**src/rtl/mem_arbiter.sv**
```systemverilog
// ---------------------------------------------------------------------------
// mem_arbiter
//
// Shares one synchronous RAM port between the instruction-fetch requester
// (i_*) and the load/store requester (d_*). Exactly one transaction is in
// flight at a time: IDLE grants and strobes the RAM, WAIT covers the remaining
// RAM read latency, and RESP returns data (or a store acknowledge) to the
// requester that won.
//
// Optional feature macro: ARB_ROUND_ROBIN_EN
//   defined     - on contention, the requester that lost the previous
//                 transaction wins (alternating service)
//   not defined - fixed priority, the data requester always beats fetch
//
// Parameters:
//   AW      word-address width (RAM depth 2^AW)
//   DW      data width
//   MEM_LAT RAM read latency in cycles (1..7)
//
// Ports:
//   clk, rst              clock, synchronous active-high reset
//   i_req/i_addr          fetch request and word address
//   i_gnt                 one-cycle fetch grant
//   i_rvalid/i_rdata      one-cycle fetch data return
//   d_req/d_we/d_addr/
//   d_wdata/d_be          load/store request
//   d_gnt                 one-cycle data grant
//   d_rvalid/d_rdata      load data / store acknowledge (rdata 0 for stores)
//   mem_en/mem_we/mem_be/
//   mem_addr/mem_wdata    RAM strobe and write side (valid only while granting)
//   mem_rdata             RAM read data, valid MEM_LAT cycles after mem_en
// ---------------------------------------------------------------------------
module mem_arbiter #(
    parameter int AW      = 7,
    parameter int DW      = 32,
    parameter int MEM_LAT = 1
) (
    input  logic            clk,
    input  logic            rst,
    input  logic            i_req,
    input  logic [AW-1:0]   i_addr,
    output logic            i_gnt,
    output logic            i_rvalid,
    output logic [DW-1:0]   i_rdata,
    input  logic            d_req,
    input  logic            d_we,
    input  logic [AW-1:0]   d_addr,
    input  logic [DW-1:0]   d_wdata,
    input  logic [DW/8-1:0] d_be,
    output logic            d_gnt,
    output logic            d_rvalid,
    output logic [DW-1:0]   d_rdata,
    output logic            mem_en,
    output logic            mem_we,
    output logic [DW/8-1:0] mem_be,
    output logic [AW-1:0]   mem_addr,
    output logic [DW-1:0]   mem_wdata,
    input  logic [DW-1:0]   mem_rdata
);

    localparam int BW = DW / 8;
    // Counter preload: number of WAIT cycles still to spend after IDLE.
    localparam logic [2:0] LAT_M1 = 3'(MEM_LAT - 1);

    typedef enum logic [1:0] {
        IDLE = 2'd0,
        WAIT = 2'd1,
        RESP = 2'd2
    } state_t;

    state_t     state_reg;
    logic [2:0] cnt_reg;
    logic       owner_reg;   // 1 = data requester owns the transaction
    logic       store_reg;   // owning transaction is a store

    logic       take;        // a grant is issued this cycle
    logic       pick_d;      // data requester wins the arbitration

`ifdef ARB_ROUND_ROBIN_EN
    logic       last_reg;    // 1 = data won the previous transaction

    always_comb begin
        pick_d = d_req;
        // On contention serve whoever did not win last time.
        if (i_req && d_req) begin
            pick_d = ~last_reg;
        end
    end
`else
    always_comb begin
        pick_d = d_req;
    end
`endif

    // Grants are suppressed while reset is held so every output reads 0.
    assign take  = (state_reg == IDLE) && !rst && (i_req || d_req);
    assign i_gnt = take && !pick_d;
    assign d_gnt = take && pick_d;

    // RAM side is only driven in the granting cycle, zero otherwise.
    always_comb begin
        mem_en    = take;
        mem_we    = 1'b0;
        mem_be    = '0;
        mem_addr  = '0;
        mem_wdata = '0;
        if (i_gnt) begin
            mem_be   = {BW{1'b1}};
            mem_addr = i_addr;
        end else if (d_gnt) begin
            mem_we    = d_we;
            mem_be    = d_be;
            mem_addr  = d_addr;
            mem_wdata = d_wdata;
        end
    end

    // Response side follows the registered owner during RESP.
    always_comb begin
        i_rvalid = 1'b0;
        d_rvalid = 1'b0;
        i_rdata  = '0;
        d_rdata  = '0;
        if ((state_reg == RESP) && !rst) begin
            if (owner_reg) begin
                d_rvalid = 1'b1;
                if (!store_reg) begin
                    d_rdata = mem_rdata;
                end
            end else begin
                i_rvalid = 1'b1;
                i_rdata  = mem_rdata;
            end
        end
    end

    always_ff @(posedge clk) begin
        if (rst) begin
            state_reg <= IDLE;
            cnt_reg   <= '0;
            owner_reg <= 1'b0;
            store_reg <= 1'b0;
`ifdef ARB_ROUND_ROBIN_EN
            // Start as if data won last, so fetch takes the first contest.
            last_reg  <= 1'b1;
`endif
        end else begin
            case (state_reg)
                IDLE: begin
                    if (take) begin
                        owner_reg <= pick_d;
                        store_reg <= pick_d && d_we;
                        cnt_reg   <= LAT_M1;
                        state_reg <= (MEM_LAT > 1) ? WAIT : RESP;
                    end
                end
                WAIT: begin
                    cnt_reg <= cnt_reg - 3'd1;
                    if (cnt_reg == 3'd1) begin
                        state_reg <= RESP;
                    end
                end
                RESP: begin
`ifdef ARB_ROUND_ROBIN_EN
                    last_reg  <= owner_reg;
`endif
                    state_reg <= IDLE;
                end
                default: begin
                    state_reg <= IDLE;
                end
            endcase
        end
    end

endmodule

```
**config.mk**
```make
export PLATFORM = sky130hd
export DESIGN_NAME = mem_arbiter
export DESIGN_NICKNAME = d
export VERILOG_FILES = /design/src/rtl/mem_arbiter.sv
export SDC_FILE = /design/constraint.sdc
export NUM_CORES = 1
export LEC_CHECK = 0
export BUFFER_PORTS_ARGS = -buffer_cell sky130_fd_sc_hd__clkbuf_2
export CAP_MARGIN = 5
export CORE_AREA = 3 3 77 79
export DETAILED_ROUTE_END_ITERATION = 12
export DIE_AREA = 0 0 80 82
export PLACE_DENSITY = 0.66
export SLEW_MARGIN = 25
export SYNTH_ARGS = -nofsm -noshare
export SYNTH_HDL_FRONTEND = slang
export SYNTH_SLANG_ARGS = --single-unit
```
**constraint.sdc**
```tcl
create_clock -name clk -period 1.9 [get_ports clk]
set_input_delay 0.095 -clock clk [delete_from_list [all_inputs] [get_ports clk]]
set_output_delay 0.095 -clock clk [all_outputs]
set_load 0.01 [all_outputs]
```
[Yosys cells after proc, flatten, opt, wreduce, memory -nomap -nowiden]
Index checks and enable logic that the tools add are counted.
Storage, ports and cells
  memories: 0
  latch bits: 0
  memory bits (read-only): 0
  bits in writable memories: 0
  register bits: 7
Cells by class
  multipliers: 0
  eq/ne operators: 5
  $lt $le $gt $ge: 0
  multiplexer cells: 22
  div/mod/pow operators: 0
  bitwise logic cells: 0
  reductions and logical operators: 14
  add/subtract/negate cells: 1
  shifts and indexed selects: 0
Operator list (number)
  $mux W32: 7
  $mux W7: 2
  $mux W4: 2
  $logic_and A1 B1 Y1: 6
  $mux W1: 6
  $pmux W3 S2: 1
  $reduce_and A2 Y1: 3
  $mux W2: 2
  $ne A2 B2 Y1 const B: 2
  $pmux W2 S2: 1
  $eq A3 B1 Y1 const B: 1
  $mux W3: 1
  $sub A3 B1 Y3 const B: 1
  $eq A2 B1 Y1 const B: 1
  $eq A2 B2 Y1 const B: 1
  $logic_not A1 Y1: 2
  $logic_not A2 Y1: 1
  $reduce_bool A2 Y1: 1
  $logic_or A1 B1 Y1: 1

[Depth between registers and ports, before layout]
  word-level depth: 6
  mapped depth: 4

[Worst setup path before layout]
OpenSTA, ideal clock, no wires.
  kind: register to output
  from: register state_reg[1]
  to: output port mem_addr[2]
  data required time: 1805 ps
  cell stages (with the launch flop): 5
  path slack: 802 ps
  path buffers: 2
  arrival: 1003 ps
  cell sequence: dfxtp_1 -> or2_0 -> buf_2 -> buf_6 -> a21oi_1
Between the ends
  word-level cells in the longest chain between the ends: 6
RTL lines
  start, declared: line 71  | state_t state_reg;
  start signal, assigned: line 154  | state_reg <= (MEM_LAT > 1) ? WAIT : RESP;
  $logic_not A2 Y1 *: line 96  | assign take = (state_reg == IDLE) && !rst && (i_req || d_req);
  $logic_and A1 B1 Y1 * (2 in a row): line 96
  $logic_and A1 B1 Y1: line 98  | assign d_gnt = take && pick_d;
  $mux W7: line 110  | end else if (d_gnt) begin
  $mux W7 *: line 107  | if (i_gnt) begin
  end, declared: line 56  | output logic [AW-1:0] mem_addr,
Mark *: on every way between the ends. The rest lies on a longest branch, timed or not.

[Worst setup path after layout]
  from: register state_reg[1]
  to: output port mem_wdata[9]
Between the ends
  word-level cells in the longest chain between the ends: 6
RTL lines
  $logic_not A2 Y1 *: line 96
  $logic_and A1 B1 Y1 * (2 in a row): line 96
  $logic_and A1 B1 Y1: line 98
  $mux W32: line 110
  $mux W32 *: line 107
  end, declared: line 57  | output logic [DW-1:0] mem_wdata,
Marked as above.

==> flow_summary.json <==
{
  "synth_cell_types": 19,
  "ys_seq_area_frac": 0.05749,
  "drc_errors": 0,
  "first_pass_iters": 3,
  "routedWlPerCell_um": 10.68,
  "vias_per_cell": 4.063,
  "coreArea_mm2": 0.005405,
  "grt_first_pass_wirelength_mm": 6.486,
  "dieArea_mm2": 0.006560,
  "slew_headroom": 0.6786,
  "pin_count": 200,
  "syn_area_mm2": 0.001045,
  "ys_ff_latch": 3,
  "routed.top_layer": "met4",
  "postSynthAreaPerCell_um2": 6.489,
  "power.leakage_nw": 1.342,
  "cts.clk_slew.worst_paths_ns": 0.03,
  "critPathMaxFanout": 34,
  "diodes": 0,
  "end_kind": "primary output",
  "syn2layout_area_growth_pct": 104.1,
  "synth_top_area_share": 0.4132,
  "antenna_found_initial": 0,
  "num_rows": 27,
  "cts.sinks": 3,
  "cts_root_buffer": "clkbuf_8",
  "slew_violations": 0,
  "ctsResizeCount": 0,
  "grt_max_degree": 35,
  "rsz0062_at_grt": "false",
  "antenna_left": 0,
  "timing.rr.end": "state_reg[1]$_SDFFE_PP0P_",
  "grt-ovfl-total": 0,
  "die_x_um": 80,
  "die_y_um": 82,
  "dr.first_iter.drc_count": 20,
  "cts_made_buffers": 3,
  "hold_path_depth": 3,
  "path_class": "reg2out",
  "skew_ns": 0.00006310,
  "vias": 1731,
  "wl_met1_mm": 1.485,
  "setup_viol": 0,
  "synth_area_leaders": "and2_1 (41%), and2_2 (20%), a21oi_1 (6.2%)",
  "crit_chain": "nand2b_4 > nor2_4 > and2_1 > clkbuf_2",
  "maxCapViolCount": 0,
  "hold_slack_ns": 0.1662,
  "wl_met2_mm": 2.482,
  "crit_required_ns": 1.80,
  "h-tree-depth": 1,
  "synth_warnings": 0,
  "min_period_over_period": 0.8079,
  "synth_fp_nets": 248,
  "start_util": 0.1933,
  "insertion_delay_ns": 0.21,
  "wl_mm": 4.549,
  "hpwl_mm": 4.010,
  "crit_end": "mem_wdata[9]",
  "final_net_count": 442,
  "grt_usage": 0.1213,
  "r2r_cells": 3,
  "hold_path.class": "in2reg",
  "slowest_delay_ns": 0.38,
  "io_buffers": 199,
  "hold_path_startpoint": "d_we",
  "cts_setup_buffers": 0,
  "clock.fmax_ghz": 0.6515,
  "finalHoldViolations": 0,
  "tns_ns": 0,
  "worst_path_max_delay_cell": "nor2_4",
  "cts_buffer_depth": 2,
  "regToRegStartpoint": "state_reg[1]$_SDFFE_PP0P_",
  "power_density_mw_per_mm2": 268.6,
  "grt_pass1_vias": 1477,
  "synth_cells": 161,
  "rrSetupSlack_ns": 0.97,
  "drive_gt1_frac": 0.6723,
  "cts_tree": "built",
  "period_minus_slack_ns": 1.535,
  "ir_worst_vdd_mv": 0.2518,
  "netlist.top_cell.by_area": "and2_1",
  "met3_length_um": 564,
  "status": "completed",
  "arrival_ns": 1.44,
  "startpoint": "state_reg[1]$_SDFFE_PP0P_",
  "cts.hold.buffers_added": 0,
  "cp-start-kind": "register",
  "place_congestion": 0.7575,
  "worst_pin_slew_ns": 0.4810
}
## final cells by class
type                    count  area (um2)
fillers                   565        3273
repair buffers            203        1026
multi-input cells         143       907.1
well taps                  72       90.09
flip-flops and latches      3       60.06
clock buffers               4       45.04
inverters                   1       3.754
## logic make-up after synthesis
group                  after synthesis  synth area share
AO/OA/AOI/OAI                       15           0.07185
flip-flops                           3           0.05749
buffers and inverters               15           0.07425
AND/OR/NAND/NOR                    128            0.7964
## worst max-delay path: cells and delay by family, from the launching register on
kind          cells  cell delay [ns]
simple gates      3             0.75
flops             1             0.34
buf+inv           1             0.13
## worst min-delay path by stage
| stage | end |
|---|---|
| 5_1_grt | store_reg$_SDFFE_PP0P_ |
| 3_5_place_dp | store_reg$_SDFFE_PP0P_ |
| 4_1_cts | store_reg$_SDFFE_PP0P_ |
| 6_report | store_reg$_SDFFE_PP0P_ |
| 3_3_place_gp | store_reg$_SDFFE_PP0P_ |
| 2_1_floorplan | owner_reg$_SDFFE_PP0P_ |
## placed cells by master (no fill, tap or decap)
cell type,count
clkbuf_2,199
nor2_4,1
nor2_1,5
buf_4,4
nand2b_1,1
nand3b_1,8
a21oi_1,13
inv_1,1
clkbuf_1,1
and2_1,69
nand2_1,12
nor3b_4,1
and2_2,28
nand2b_4,1
or2_0,1
dfxtp_1,3
clkbuf_8,3
nor3_2,1
o21ai_0,2
## power by group
| group | switching [W] | internal [W] | leakage (nW) | total (W) |
|---|---|---|---|---|
| sequential | 0.00000502 | 0.0000681 | 0.0249 | 0.0000731 |
| clock | 0.0000383 | 0.000143 | 0.0228 | 0.000181 |
| combinational | 0.000155 | 0.000164 | 1.29 | 0.000318 |
## stage by stage
stage / power, W / utilization / area [um2] / setup slack, ns / std cells
detailed placement: 0.0003980 / 0.3861 / 2087 / 0.5567 / 422
global route: 0.0006251 / 0.3944 / 2132 / 0.1580 / 426
floorplan: 0.0002235 / - / 1045 / 0.8015 / 161
CTS: 0.0005872 / 0.3944 / 2132 / 0.3284 / 426
global placement: 0.0003930 / 0.3861 / 2087 / 0.6003 / 422
finish: 0.0005726 / 0.3944 / 2132 / 0.3650 / 426
## layer usage
metal,vias to the layer above,track usage
met5,-,0
met4,0,0.02872
met3,2,0.02412
met2,116,0.2550
met1,729,0.1190
li1,884,-
## cells in the mapped netlist, drive strengths merged
master,count
and2,97
a21oi,13
nand2,12
clkbuf,8
nand3b,8
buf,6
nor2,6
dfxtp,3
nand2b,2
o21ai,2
inv,1
nor3,1
nor3b,1
or2,1
Note: power is estimated with default switching activity, not from simulation.
